<file path="config.mk">
export PLATFORM = sky130hd
export DESIGN_NAME = pc_sequencer
export DESIGN_NICKNAME = d
export VERILOG_FILES = /design/src/rtl/pc_sequencer.sv
export SDC_FILE = /design/constraint.sdc
export NUM_CORES = 1
export LEC_CHECK = 0
export ABC_AREA = 1
export CELL_PAD_IN_SITES_DETAIL_PLACEMENT = 0
export CELL_PAD_IN_SITES_GLOBAL_PLACEMENT = 2
export CORE_ASPECT_RATIO = 1.25
export CORE_MARGIN = 2
export CORE_UTILIZATION = 21
export CTS_CLUSTER_SIZE = 24
export DETAILED_ROUTE_END_ITERATION = 16
export HOLD_SLACK_MARGIN = 0.02
export PLACE_DENSITY_LB_ADDON = 0.05
export SKIP_CTS_REPAIR_TIMING = 1
export SLEW_MARGIN = 20
export SYNTH_ARGS = -nofsm -noshare
export SYNTH_HDL_FRONTEND = slang
export SYNTH_SLANG_ARGS = --single-unit
</file>
<file path="constraint.sdc">
create_clock -name clk -period 1.5 [get_ports clk]
set_input_delay 0.3 -clock clk [delete_from_list [all_inputs] [get_ports clk]]
set_output_delay 0.3 -clock clk [all_outputs]
set_load 0.05 [all_outputs]
</file>
<file path="src/rtl/pc_sequencer.sv">
// Program-counter sequencer: fetch/execute control with branch, halt,
// single-level interrupt/exception entry and return.
module pc_sequencer #(
  parameter logic [29:0] RESET_VEC = 30'h0000_0000,
  parameter logic [29:0] EXC_VEC   = 30'h0000_0020
) (
  input  logic        clk,
  input  logic        rst_n,
  output logic        imReq,
  output logic [29:0] imAddr,
  input  logic        imReady,
  output logic        instrValid,
  output logic [29:0] pc,
  output logic [29:0] IncPc,
  input  logic        PcSrc,
  input  logic [29:0] tarPc,
  input  logic        stall,
  input  logic        halt,
  input  logic        irq,
  input  logic        eret,
  output logic [29:0] epc,
  output logic        excTaken,
  output logic        halted
);

  typedef enum logic [1:0] {
    IDLE  = 2'd0,
    FETCH = 2'd1,
    EXEC  = 2'd2,
    HALT  = 2'd3
  } state_t;

  state_t      r_state;
  logic [29:0] r_pc;
  logic [29:0] r_epc;
  logic        r_int_en;
  logic        r_first;

  state_t      w_state_nxt;
  logic [29:0] w_pc_nxt;
  logic [29:0] w_epc_nxt;
  logic        w_int_en_nxt;
  logic        w_exc;
  logic [29:0] w_inc;

  // Sequential address; the 30-bit width gives the wrap to zero for free.
  assign w_inc = r_pc + 30'd1;

  // Next-state and next-PC selection; priority order inside EXEC matters.
  always_comb begin
    // NOTE: every variable gets a default first so no path infers a latch.
    w_state_nxt  = r_state;
    w_pc_nxt     = r_pc;
    w_epc_nxt    = r_epc;
    w_int_en_nxt = r_int_en;
    w_exc        = 1'b0;
    case (r_state)
      IDLE: w_state_nxt = FETCH;
      FETCH: begin
        if (imReady) w_state_nxt = EXEC;
      end
      EXEC: begin
        if (!stall) begin
          if (irq && r_int_en) begin
            w_epc_nxt    = w_inc;
            w_pc_nxt     = EXC_VEC;
            w_int_en_nxt = 1'b0;
            w_exc        = 1'b1;
            w_state_nxt  = FETCH;
          end else if (eret) begin
            w_pc_nxt     = r_epc;
            w_int_en_nxt = 1'b1;
            w_state_nxt  = FETCH;
          end else if (halt) begin
            w_pc_nxt    = w_inc;
            w_state_nxt = HALT;
          end else if (PcSrc) begin
            w_pc_nxt    = tarPc;
            w_state_nxt = FETCH;
          end else begin
            w_pc_nxt    = w_inc;
            w_state_nxt = FETCH;
          end
        end
      end
      HALT: begin
        // The PC already points past the halt, so it is the return address.
        if (irq && r_int_en) begin
          w_epc_nxt    = r_pc;
          w_pc_nxt     = EXC_VEC;
          w_int_en_nxt = 1'b0;
          w_exc        = 1'b1;
          w_state_nxt  = FETCH;
        end
      end
      default: w_state_nxt = IDLE;
    endcase
  end

  // State, PC, return address and interrupt-enable registers.
  always_ff @(posedge clk or negedge rst_n) begin
    if (!rst_n) begin
      r_state  <= IDLE;
      r_pc     <= RESET_VEC;
      r_epc    <= 30'd0;
      r_int_en <= 1'b1;
      r_first  <= 1'b0;
    end else begin
      // NOTE: non-blocking assignments so every register samples pre-edge values.
      r_state  <= w_state_nxt;
      r_pc     <= w_pc_nxt;
      r_epc    <= w_epc_nxt;
      r_int_en <= w_int_en_nxt;
      // Marks only the first EXEC cycle after a completed fetch.
      r_first  <= (r_state == FETCH) && imReady;
    end
  end

  assign imReq      = (r_state == FETCH);
  assign imAddr     = r_pc;
  assign pc         = r_pc;
  assign IncPc      = w_inc;
  assign epc        = r_epc;
  assign instrValid = r_first;
  assign excTaken   = w_exc;
  assign halted     = (r_state == HALT);

endmodule
</file>
==> results of run 1 <==
## flip-flops by register name, summed over array words and instances, names as in the netlist
register,flops
epc,30
imAddr,30
r_state,2
instrValid,1
r_int_en,1
## stage by stage
stage,util [%],instances,TNS (ns)
3_5_place_dp,40.60,1203,-23.21
5_1_grt,46.91,1257,-37.43
3_3_place_gp,40.60,1203,-22.31
6_report,46.92,1258,-29.69
4_1_cts,42.10,1219,-28.60
2_1_floorplan,-,713,-22.97
## power by group through the flow
stage	Clock [mW]	Combinational (mW)	Sequential (mW)
floorplan	0	5.79	5.62
global placement	0	16.0	3.36
detailed placement	0	16.1	3.37
CTS	2.46	16.1	3.36
global route	2.56	18.4	3.51
finish	2.40	17.6	3.39
## cell families after synthesis
group,count (synthesis)
xor+xnor,15
buf+inv,134
flops,64
simple gates,387
fa+ha+maj,5
compound gates,108
## per-layer routing
layer  vias to the layer above  part of all wire (%)  global-route usage [%]
li1                       2707                     -                       -
met1                      2611                    42                   22.16
met2                       129                    52                   30.63
met3                        14                   4.0                   2.904
met4                         0                   1.6                   4.617
met5                         -                     0                       0
## worst min-delay path by stage
| stage | slack, ns | endpoint | cells after the start |
|---|---|---|---|
| after global placement | 0.37 | instrValid | 2 |
| final | 0.50 | r_int_en | 2 |
| after floorplan | 0.004 | epc[0] | 0 |
| after CTS | -0.007 | instrValid | 2 |
| after detailed placement | 0.36 | instrValid | 2 |
| after global routing | 0.51 | r_int_en | 2 |
## cell usage in the layout, fill, tap and decap left out, types with 13 or more instances in the layout
cell,netlist,layout
nand2_1,276,225
buf_12,0,140
buf_4,34,90
inv_1,72,60
dfrtp_1,63,39
nand2_4,1,36
clkdlybuf4s50_1,0,36
buf_6,1,31
a21oi_1,43,30
nand3_2,1,24
dfrtp_2,0,23
nor2_1,44,22
nor2_4,11,22
o21ai_0,54,20
nand2_2,3,19
o21ai_1,1,19
o21ai_2,0,15
nand3_1,42,13
## worst register-to-register path, delay by kind of cell (launching register included)
kind / cells / cell delay, ns
fa+ha+maj: 1 / 0.15
flops: 1 / 0.44
buf+inv: 3 / 0.33
simple gates: 11 / 0.84
## layout make-up
cell class | instances | area, um2 | share of cell area [%]
Tap cell | 283 | 354.1 | 3.422
Timing Repair Buffer | 304 | 4310 | 41.65
Inverter | 75 | 301.5 | 2.914
Antenna cell | 1 | 2.502 | 0.02418
Multi-Input combinational cell | 515 | 3415 | 32.99
Clock buffer | 10 | 239.0 | 2.309
Clock inverter | 6 | 91.34 | 0.8826
Sequential cell | 64 | 1635 | 15.80
==> key figures, run 1 <==
Power and ir drop
  – Leakage: 4.793 nW
  – Part of the power in registers: 14.5%
  – Max IR drop VDD: 1099 uV
  – Internal Pwr Total: 12.13 mW
  – Power Density: 2256 mW/mm2
  – Combinational Power Share: 75.2%
  – Total Power: 23.35 mW
  – Clock network fraction of design power: 10.3%
  – Switching power of the nets: 11.22 mW
  – Switching Share: 48.05%

Clock network
  – Clock tree from TritonCTS: done
  – Largest buffer count on any clock path: 2
  – Clk sinks: 64
  – Root Driver: clkbuf_16
  – Skew-Pair Late Insertion Delay: 0.34 ns
  – Number of H-tree levels: 3
  – Clock-pin slew on the worst setup and hold paths: 0.06 ns
  – Total CTS buffers: 9

Worst setup path
  – Worst reg2reg startpoint: imAddr[0]
  – Most used cell, CP: nand2_4
  – Critical path class: reg2out
  – Slack of the worst reg-to-reg path: -0.40 ns
  – Critical path destination: IncPc[18]
  – Critical path buffer and inverter count: 2
  – R2R depth: 15
  – CP Depth: 10
  – Arr. time, crit path: 1.93 ns
  – End of the worst register-to-register path: imAddr[20]
  – Crit-path cells: ha_4 > nand2_4 > nor2_4 > nand2_4 > buf_4 > nor2_4 > nand2_1 > nand2_2 > nand2_4 > buf_12
  – Slowest cell delay on critical path: 0.44 ns
  – WP data required: 1.20 ns
  – CP delay by family, top: simple AND/OR/NAND/NOR gates
  – Crit Path Max Fanout: 4
  – Worst setup startpoint: imAddr[0]
  – Worst setup EP type: output port
  – Startpoint Class: flip-flop
  – Crit path max-delay cell type: dfrtp_4

Job
  – Maxcap violations: 0

Floorplan
  – Core area: 0.02206 mm2
  – Initial Util: 21.26%
  – Die Ht: 171.1 um
  – Row cnt: 61
  – Die ar.: 0.02355 mm2
  – Die width: 137.7 um
  – I/O pins: 162

Logic synthesis
  – Multiplexer share of the synthesized area: 0%
  – Synth top cells by count: nand2_1 (276), inv_1 (72), dfrtp_1 (63), o21ai_0 (54), nor2_1 (44)
  – Register bit total from synthesis: 64
  – Yosys cell types: 32
  – Top-count cell post-synth: nand2_1
  – Post-synthesis cell count: 713
  – Biggest area consumer among synthesized cells: dfrtp_1
  – Main combinational cell family by area after synthesis: simple AND/OR/NAND/NOR gates
  – Yosys warning count: 0
  – Post-synth ARST share: 100.0%
  – Post-synth EDFFs: 0
  – Post-Synth Simple-Gate Area: 34.79%
  – Synth top area share: 33.62%
  – Synthesized cell area: 0.004689 mm2
  – Largest cells by area after synthesis: dfrtp_1 (34%), nand2_1 (22%), inv_1 (5.8%), o21ai_0 (5.8%), buf_4 (5.4%)
  – Mean Syn Cell Area: 6.577 um2
  – Adder-Cell Fraction of Synth Area: 1.334%
  – Synth Area in Compound Gates: 12.01%
  – Post-synthesis sequential area ratio: 34.18%
  – Net Count, Synth: 756
  – Synth Area in XOR/XNOR: 3.922%
  – Ys flop type: dfrtp_1

Finish
  – Fin nets: 1012
  – Ratio of cells with drive above 1 in the final layout: 51.44%
  – Area grow syn2layout: 120.7%
  – FILL cells: 2102
  – Final instance area: 0.01035 mm2

Global routing
  – Pin count of the biggest net entering global routing: 65
  – GRT Util Overall: 17.52%
  – Vias in the first global route: 5496
  – Initial antenna violation count: 0
  – Global route overflow: 0
  – Global-route wire length before repair: 31190 um

STA
  – Skew final: 0.01125 ns
  – Unrepaired setup endpoints after global routing: true
  – Slew @ Worst Pin: 0.4076 ns
  – Minimum clock period: 2.234 ns
  – Final period util: 148.9%
  – Final setup margin: -0.7341 ns
  – Fmax: 0.4476 GHz
  – Finish-stage setup viols: 97
  – Max Slew Vio Count: 0
  – Final hold vios: 0
  – Worst slew margin: 72.82%
  – WHS: 0.5017 ns

Hold path
  – Worst Hold Class: reg2reg
  – Min-delay src: r_int_en

Placement
  – Port Buffers: 161
  – Hpwl dp: 15020 um
  – Post-DP Area: 0.008955 mm2
  – GP Congestion: 0.7748
  – Pre-CTS setup slack: -0.3605 ns

Detailed routing
  – Vias per cell: 4.341
  – Detailed Routing Iterations Pass 1: 5
  – Final WL: 20580 um
  – # DRC: 0
  – DR vias: 5461
  – Post-route ant nets: 0
  – Initial drt markers: 153
  – Avg WL per Cell: 16.36 um

Run status
  – Outcome: complete, but fails checks
  – Failing checks: negative setup slack
Power figures use the tool's default switching activity.
==> inputs of run 2 (changes only) <==
--- a/config.mk
+++ b/config.mk
@@ -11,6 +11,7 @@
 export CORE_ASPECT_RATIO = 1.25
 export CORE_MARGIN = 2
 export CORE_UTILIZATION = 21
+export CTS_CLUSTER_DIAMETER = 80
 export CTS_CLUSTER_SIZE = 24
 export DETAILED_ROUTE_END_ITERATION = 16
 export HOLD_SLACK_MARGIN = 0.02
==> results of run 2 <==
No change in the layout: final DEF, timing and power equal those of run 1.
==> inputs of run 3 (changes only) <==
--- a/config.mk
+++ b/config.mk
@@ -10,14 +10,15 @@
 export CELL_PAD_IN_SITES_GLOBAL_PLACEMENT = 2
 export CORE_ASPECT_RATIO = 1.25
 export CORE_MARGIN = 2
-export CORE_UTILIZATION = 21
+export CORE_UTILIZATION = 33
 export CTS_CLUSTER_DIAMETER = 80
 export CTS_CLUSTER_SIZE = 24
 export DETAILED_ROUTE_END_ITERATION = 16
+export DONT_BUFFER_PORTS = 1
 export HOLD_SLACK_MARGIN = 0.02
 export PLACE_DENSITY_LB_ADDON = 0.05
 export SKIP_CTS_REPAIR_TIMING = 1
-export SLEW_MARGIN = 20
+export SLEW_MARGIN = 10
 export SYNTH_ARGS = -nofsm -noshare
 export SYNTH_HDL_FRONTEND = slang
 export SYNTH_SLANG_ARGS = --single-unit
==> constraint.sdc (replaced) <==
create_clock -name clk -period 2.1 [get_ports clk]
set_input_delay 0.42 -clock clk [delete_from_list [all_inputs] [get_ports clk]]
set_output_delay 0.42 -clock clk [all_outputs]
set_load 0.05 [all_outputs]
==> run 3 against run 2 <==
Effect of this change: the flow still finishes with violations (negative setup slack); critical path depth decreased by 2; largest cell class is now multi-input combinational cells; total power decreased by 53%; cell count decreased by 27%; worst setup slack improved by 0.56 ns; sequential cell count unchanged; routed wire length decreased by 20%; register-to-register slack improved by 0.64 ns; worst hold slack got worse by 0.32 ns; largest power group unchanged; global-route usage increased by 4.1 points; clock skew decreased by 0.0060 ns; non-clock buffer count decreased by 225.
==> key figures, run 3 (synthesis gave the netlist of run 1 again) <==
Run status
  – Outcome: complete, but fails checks
  – Failing checks: negative setup slack

Power and ir drop
  – Leakage: 3.016 nW
  – Max IR drop VDD: 903.4 uV
  – Internal Pwr Total: 4.421 mW
  – Switching Share: 59.69%
  – Clock network fraction of design power: 14.9%
  – Switching power of the nets: 6.546 mW
  – Part of the power in registers: 28.9%
  – Combinational Power Share: 56.3%
  – Power Density: 1799 mW/mm2

Finish
  – Fin nets: 787
  – Area grow syn2layout: 30.02%
  – Multi-input gate area: 0.002828 mm2
  – FILL cells: 1488
  – Most frequent cells in the layout: nand2_1 (249), inv_1 (68), buf_4 (58)
  – Ratio of cells with drive above 1 in the final layout: 27.24%
  – Sequential Area: 0.001629 mm2
  – Final Non-Filler Cells: 924
  – Number of inserted diodes: 0
  – Final core utilization: 43.95%
  – Commonest non-fill, non-tap cell in the layout: nand2_1

Global routing
  – Pin count of the biggest net entering global routing: 65
  – Vias in the first global route: 4498
  – Global route overflow: 0
  – GRT Util Overall: 21.59%
  – Global-route wire length before repair: 25400 um
  – Initial antenna violation count: 0

STA
  – Finish-stage setup viols: 19
  – Worst slew margin: 63.55%
  – WHS: 0.1865 ns
  – Final setup margin: -0.1785 ns
  – Max Slew Vio Count: 0
  – Skew final: 0.005230 ns
  – Setup TNS: -1.735 ns
  – Slew @ Worst Pin: 0.5467 ns
  – Minimum clock period: 2.279 ns
  – Final period util: 108.5%
  – Final hold vios: 0
  – Fmax: 0.4389 GHz
  – Unrepaired setup endpoints after global routing: true

Floorplan
  – Die Ht: 137.3 um
  – Initial Util: 33.80%
  – Die ar.: 0.01519 mm2
  – I/O pins: 162
  – Die width: 110.6 um
  – Row cnt: 48
  – Core area: 0.01387 mm2

Clock network
  – Root Driver: clkbuf_16
  – Largest buffer count on any clock path: 2
  – Skew-Pair Late Insertion Delay: 0.34 ns
  – Total CTS buffers: 9
  – Clock-pin slew on the worst setup and hold paths: 0.06 ns
  – Clock tree from TritonCTS: done
  – Clk sinks: 64
  – Number of H-tree levels: 3

Detailed routing
  – Detailed Routing Iterations Pass 1: 4
  – Vias per cell: 4.919
  – Final WL: 16460 um
  – DR vias: 4545
  – # DRC: 0
  – Avg WL per Cell: 17.82 um
  – Post-route ant nets: 0
  – Initial drt markers: 250

Worst setup path
  – Startpoint Class: flip-flop
  – Worst setup EP type: output port
  – Critical path class: reg2out
  – Arr. time, crit path: 1.86 ns
  – Crit Path Max Fanout: 3
  – R2R depth: 11
  – WP data required: 1.68 ns

Placement
  – Hpwl dp: 11720 um
  – Port Buffers: 0
  – Placed Cells incl. Taps: 893
  – GP Congestion: 0.7807

Hold path
  – Worst Hold Depth: 2
  – Worst Hold Class: in2reg

Job
  – Maxcap violations: 0
==> run 3: through the flow <==
stage                     worst slack, ns  total power [mW]  cell area, um2
after floorplan                 -0.003194             7.838            4855
after global placement             0.1492             9.063            5358
after detailed placement           0.1018             9.103            5358
after CTS                         -0.2697             10.76            5677
after global routing              -0.2251             11.55            6097
final                             -0.1785             10.97            6097
==> run 3: cell type report <==
| type | instances | share of cell area [%] |
|---|---|---|
| clock buffer | 14 | 4.658 |
| clock inverter | 2 | 0.5746 |
| inverter | 75 | 4.658 |
| multi-input combinational | 515 | 46.38 |
| sequential | 64 | 26.72 |
| tap | 175 | 3.591 |
| timing repair buffer | 79 | 13.42 |
==> run 3: worst paths after layout <==
| check | startpoint | slack (ns) | to |
|---|---|---|---|
| worst min register to register | r_int_en | 0.49 | r_int_en |
| worst max register to register | imAddr[0] | 0.24 | epc[20] |
| min in group asynchronous | rst_n | 0.64 | epc[13] |
| max in group asynchronous | rst_n | 1.13 | r_int_en |
| worst min-delay path | imReady | 0.19 | instrValid |
| worst max-delay path | imAddr[0] | -0.18 | IncPc[10] |
==> run 3: worst max-delay path, cell delays in order, from the launching register on <==
cell and delay (ns):
dfrtp_2 0.40, ha_4 0.16, nand2_4 0.05, nor2_4 0.15, buf_6 0.12, nand2_4 0.06, nor2_4 0.23, xor2_4 0.18
buf_12 0.16
==> run 3: power by group through the flow <==
| stage | clock, mW | combinational [mW] | sequential (mW) |
|---|---|---|---|
| after floorplan | 0 | 3.87 | 3.97 |
| after global placement | 0 | 5.90 | 3.16 |
| after detailed placement | 0 | 5.93 | 3.18 |
| after CTS | 1.67 | 5.94 | 3.15 |
| after global routing | 1.71 | 6.59 | 3.25 |
| final | 1.63 | 6.17 | 3.17 |
==> run 3: routing by layer <==
metal | share of wire [%] | GRT usage [%]
met1 | 43 | 26.52
met2 | 49 | 36.43
met3 | 6.2 | 5.543
met4 | 2.0 | 8.750
met5 | 0 | 0
==> RTL edit 1, RTL diff (config.mk and constraints of run 3) <==
Register the input `irq` before use, without a reset. The logic sees it one clock later. The other inputs are not delayed to match.
--- a/src/rtl/pc_sequencer.sv
+++ b/src/rtl/pc_sequencer.sv
@@ -30,6 +30,12 @@
     HALT  = 2'd3
   } state_t;
 
+  logic irq_q;
+
+  always_ff @(posedge clk) begin
+    irq_q <= irq;
+  end
+
   state_t      r_state;
   logic [29:0] r_pc;
   logic [29:0] r_epc;
@@ -61,7 +67,7 @@
       end
       EXEC: begin
         if (!stall) begin
-          if (irq && r_int_en) begin
+          if (irq_q && r_int_en) begin
             w_epc_nxt    = w_inc;
             w_pc_nxt     = EXC_VEC;
             w_int_en_nxt = 1'b0;
@@ -85,7 +91,7 @@
       end
       HALT: begin
         // The PC already points past the halt, so it is the return address.
-        if (irq && r_int_en) begin
+        if (irq_q && r_int_en) begin
           w_epc_nxt    = r_pc;
           w_pc_nxt     = EXC_VEC;
           w_int_en_nxt = 1'b0;
Behaviour: not the same (a bounded check fails within 4 cycles, from zero or initial values and one cycle with rst_n low).
==> RTL edit 1 against run 3 <==
The run still ends with negative setup slack left; synthesized area up 0.43%; final area up 3.2%; sequential power about the same; total power up 1.7%; wire length up 0.38%; largest cell class unchanged; clock skew up 0.0022 ns; worst setup slack worse by 0.00080 ns; sequential cell count up 1; sequential share of layout area down 0.46 points; die area up 0.41%.
==> RTL edit 1: results (changes against run 3) <==
stage,metric,value,unit,change
route,via count,4595,,+1.1%
synthesis,Synth area leaders,"dfrtp_1 (33%), nand2_1 (22%), inv_1 (5.7%)",,
route,Post-Route WL,16500,um,+0.38%
finish,Layout Nets,797,,+1.3%
finish,fraction of area in registers,26.3,%,-0.46 points
finish,share of cells above drive strength 1,30.2,%,+2.9 points
hold_path,Hold Path Sink,irq_q,,
sta,slew of the pin with the lowest slew margin,0.553,ns,+0.00603 ns
sta,final setup fails,17,,-2
synthesis,sequential area share after synthesis,34.5,%,+0.28 points
global_route,vias in the first global route,4514,,+0.36%
sta,clk_skew,0.00743,ns,+0.00220 ns
global_route,met2 usage,37.4,%,+0.95 points
hold_path,min-delay src,irq,,
synthesis,library cells used by synthesis,33,,+3.1%
critical_path,R2R Path End,imAddr[16],,
finish,fillers,1462,,-1.7%
route,router iterations before antenna repair,5,,+1
finish,Layout area overhead,33.6,%,
synthesis,adder-cell share of the synthesized area,1.33,%,-0.0057 points
critical_path,reg2reg start,imAddr[1],,
status,run status,"complete, but fails checks",,
finish,Multi-input gate area,2910,sq um,+2.8%
finish,Non-clock buffering overhead,14.6,%,+1.2 points
status,failing checks,negative setup slack,,
hold_path,hold path cells,0,,-2
critical_path,reg2reg setup slack,0.27,ns,+0.03 ns
finish,clock network share of area,4.85,%,-0.38 points
placed_design,DP Area,5370,sq um,+0.23%
finish,fraction of area in multi-input gates,46.2,%,-0.18 points
finish,clkbuf count,13,,-1
placed_design,gpl congestion,0.798,,+2.2%
synthesis,Synth Area in Compound Gates,12.0,%,-0.051 points
power_and_ir_drop,maximum VDD drop,0.798,mV,-12%
critical_path,Worst Setup EP,IncPc[16],,
critical_path,cells on worst reg2reg path,12,,+1
finish,buffers outside the clock class,88,,+11%
sta,"crit path setup slack, layout",-0.179,ns,-0.000799 ns
global_route,grt met3 use,5.81,%,+0.26 points
-- RTL edit 1: changes by cell type in the layout (fill, tap and decap cells not counted), sizes merged --
cell,change
inv,-1
buf,+9
clkbuf,-1
dfxtp,+1
clkinvlp,+1
bufinv,+1
-- RTL edit 1: per-stage QoR --
stage          hold slack, ns  instances  setup slack (ns)
5_1_grt                0.0885        934            -0.261
3_3_place_gp            0.126        893            0.0856
3_5_place_dp            0.127        893            0.0468
6_report                0.104        934            -0.179
4_1_cts                -0.241        909            -0.326
2_1_floorplan           0.124        714          -0.00319
-- RTL edit 1: routing by layer --
metal / wire length [um] / part of all wire [%] / up-vias
met5: 0 / 0 / -
met4: 219 / 1.3 / 0
met3: 1100 / 6.7 / 15
met2: 8260 / 50 / 136
met1: 6940 / 42 / 2180
li1: - / - / 2264
-- RTL edit 1: power by group --
group	internal (mW)	switching, mW
Clock	1.04	0.577
Sequential	1.78	1.39
Combinational	1.73	4.63
Total	4.55	6.60
==> RTL edit 2, RTL diff (flow settings as in run 3) <==
Without the edit above. Change the parameter `EXC_VEC` from 30'h0000_0020 to 30'h00000018.
--- a/src/rtl/pc_sequencer.sv
+++ b/src/rtl/pc_sequencer.sv
@@ -2,7 +2,7 @@
 // single-level interrupt/exception entry and return.
 module pc_sequencer #(
   parameter logic [29:0] RESET_VEC = 30'h0000_0000,
-  parameter logic [29:0] EXC_VEC   = 30'h0000_0020
+  parameter logic [29:0] EXC_VEC   = 30'h00000018
 ) (
   input  logic        clk,
   input  logic        rst_n,
Behaviour: not the same (a bounded check fails within 4 cycles, from zero or initial values and one cycle with rst_n low).
==> RTL edit 2 against run 3 <==
The run still ends with negative setup slack left; cell count up 0.54%; total power rose by 0.78%; clock skew is essentially flat; worst setup slack improved by 0.027 ns; count of clock-buffer cells in the layout is the same; non-clock buffer count rose by 6; synthesized cell count shrank 0.42%; final area grew 1.5%; wire length fell by 0.92%; synthesized area shrank 0.19%; sequential cell count unchanged; global-route usage fell by 0.098 points.
==> RTL edit 2: results (changes against run 3) <==
stage,metric,value,unit,change
status,run status,"complete, but fails checks",,
status,failing checks,negative setup slack,,
global_route,GRT Overall Usage,21.5,%,-0.098 points
power_and_ir_drop,maximum VDD drop,0.799,mV,-12%
placed_design,Placed Instances,895,,+0.22%
power_and_ir_drop,combinational power,6.27,mW,+2%
route,Met2 Routed Length,7990,um,-0.61%
global_route,met2 usage,36.5,%,+0.10 points
synthesis,Synth area leaders,"dfrtp_1 (34%), nand2_1 (22%), o21ai_0 (5.6%)",,
power_and_ir_drop,sw frac,59.3,%,-0.40 points
route,met1 WL,7090,um,+0.25%
route,vias per cell,4.95,,+0.71%
global_route,vias in the first global route,4428,,-1.6%
synthesis,fraction of synthesized cell area in xor and xnor cells,3.93,%,+0.0073 points
global_route,met1 Use GR,26.6,%,+0.11 points
sta,final setup fails,18,,-1
placed_design,setup slack after placement,-0.00405,ns,-0.106 ns
synthesis,Mapped Cells,710,,-0.42%
synthesis,most instantiated cells after synthesis,"nand2_1 (274), inv_1 (66), dfrtp_1 (63)",,
route,metal3 WL,970,um,-5.2%
route,wire length per cell,17.6,um,-1.5%
critical_path,cells on worst reg2reg path,10,,-1
placed_design,DP Area,5380,sq um,+0.33%
synthesis,library cells used by synthesis,31,,-3.1%
critical_path,reg2reg setup slack,0.19,ns,-0.05 ns
critical_path,R2R Path End,imAddr[16],,
placed_design,gpl congestion,0.818,,+4.7%
route,Post-Route WL,16300,um,-0.92%
sta,TNS Setup,-1.41,ns,+0.327 ns
sta,"crit path setup slack, layout",-0.151,ns,+0.0273 ns
critical_path,CP max FO,4,,+1
synthesis,sequential area share after synthesis,34.2,%,+0.064 points
route,Initial DRC Count,216,,-14%
power_and_ir_drop,P_leak,3.06,nW,+1.4%
synthesis,adder-cell share of the synthesized area,1.34,%,+0.0025 points
finish,Layout Nets,792,,+0.64%
finish,share of cells above drive strength 1,29.0,%,+1.8 points
RTL edit 2: changes by cell type after synthesis, moves of 2 or more:
cell,before,now
o211ai_1,2,0
o21ai_0,54,52
nor2_2,1,3
nor2_1,44,47
o21bai_1,3,5
nand2_1,276,274
nand2_2,3,7
buf_2,6,8
nand3_1,42,40
buf_1,2,0
inv_1,72,66
buf_4,34,32
RTL edit 2: how the worst max path moves through the flow:
stage / to / start / slack [ns]
3_5_place_dp: IncPc[29] / imAddr[9] / -0.004
3_3_place_gp: IncPc[29] / imAddr[9] / -0.004
4_1_cts: IncPc[29] / imAddr[9] / -0.38
2_1_floorplan: IncPc[11] / imAddr[6] / -0.06
5_1_grt: IncPc[16] / imAddr[0] / -0.23
6_report: IncPc[16] / imAddr[0] / -0.15
RTL edit 2: layout make-up:
class                      instances  area, sq um
fill                            1437         7620
multi-input combinational        519         2880
sequential                        64         1620
timing repair buffer              85          885
clock buffer                      14          284
inverter                          70          263
tap                              175          219
clock inverter                     2         35.0
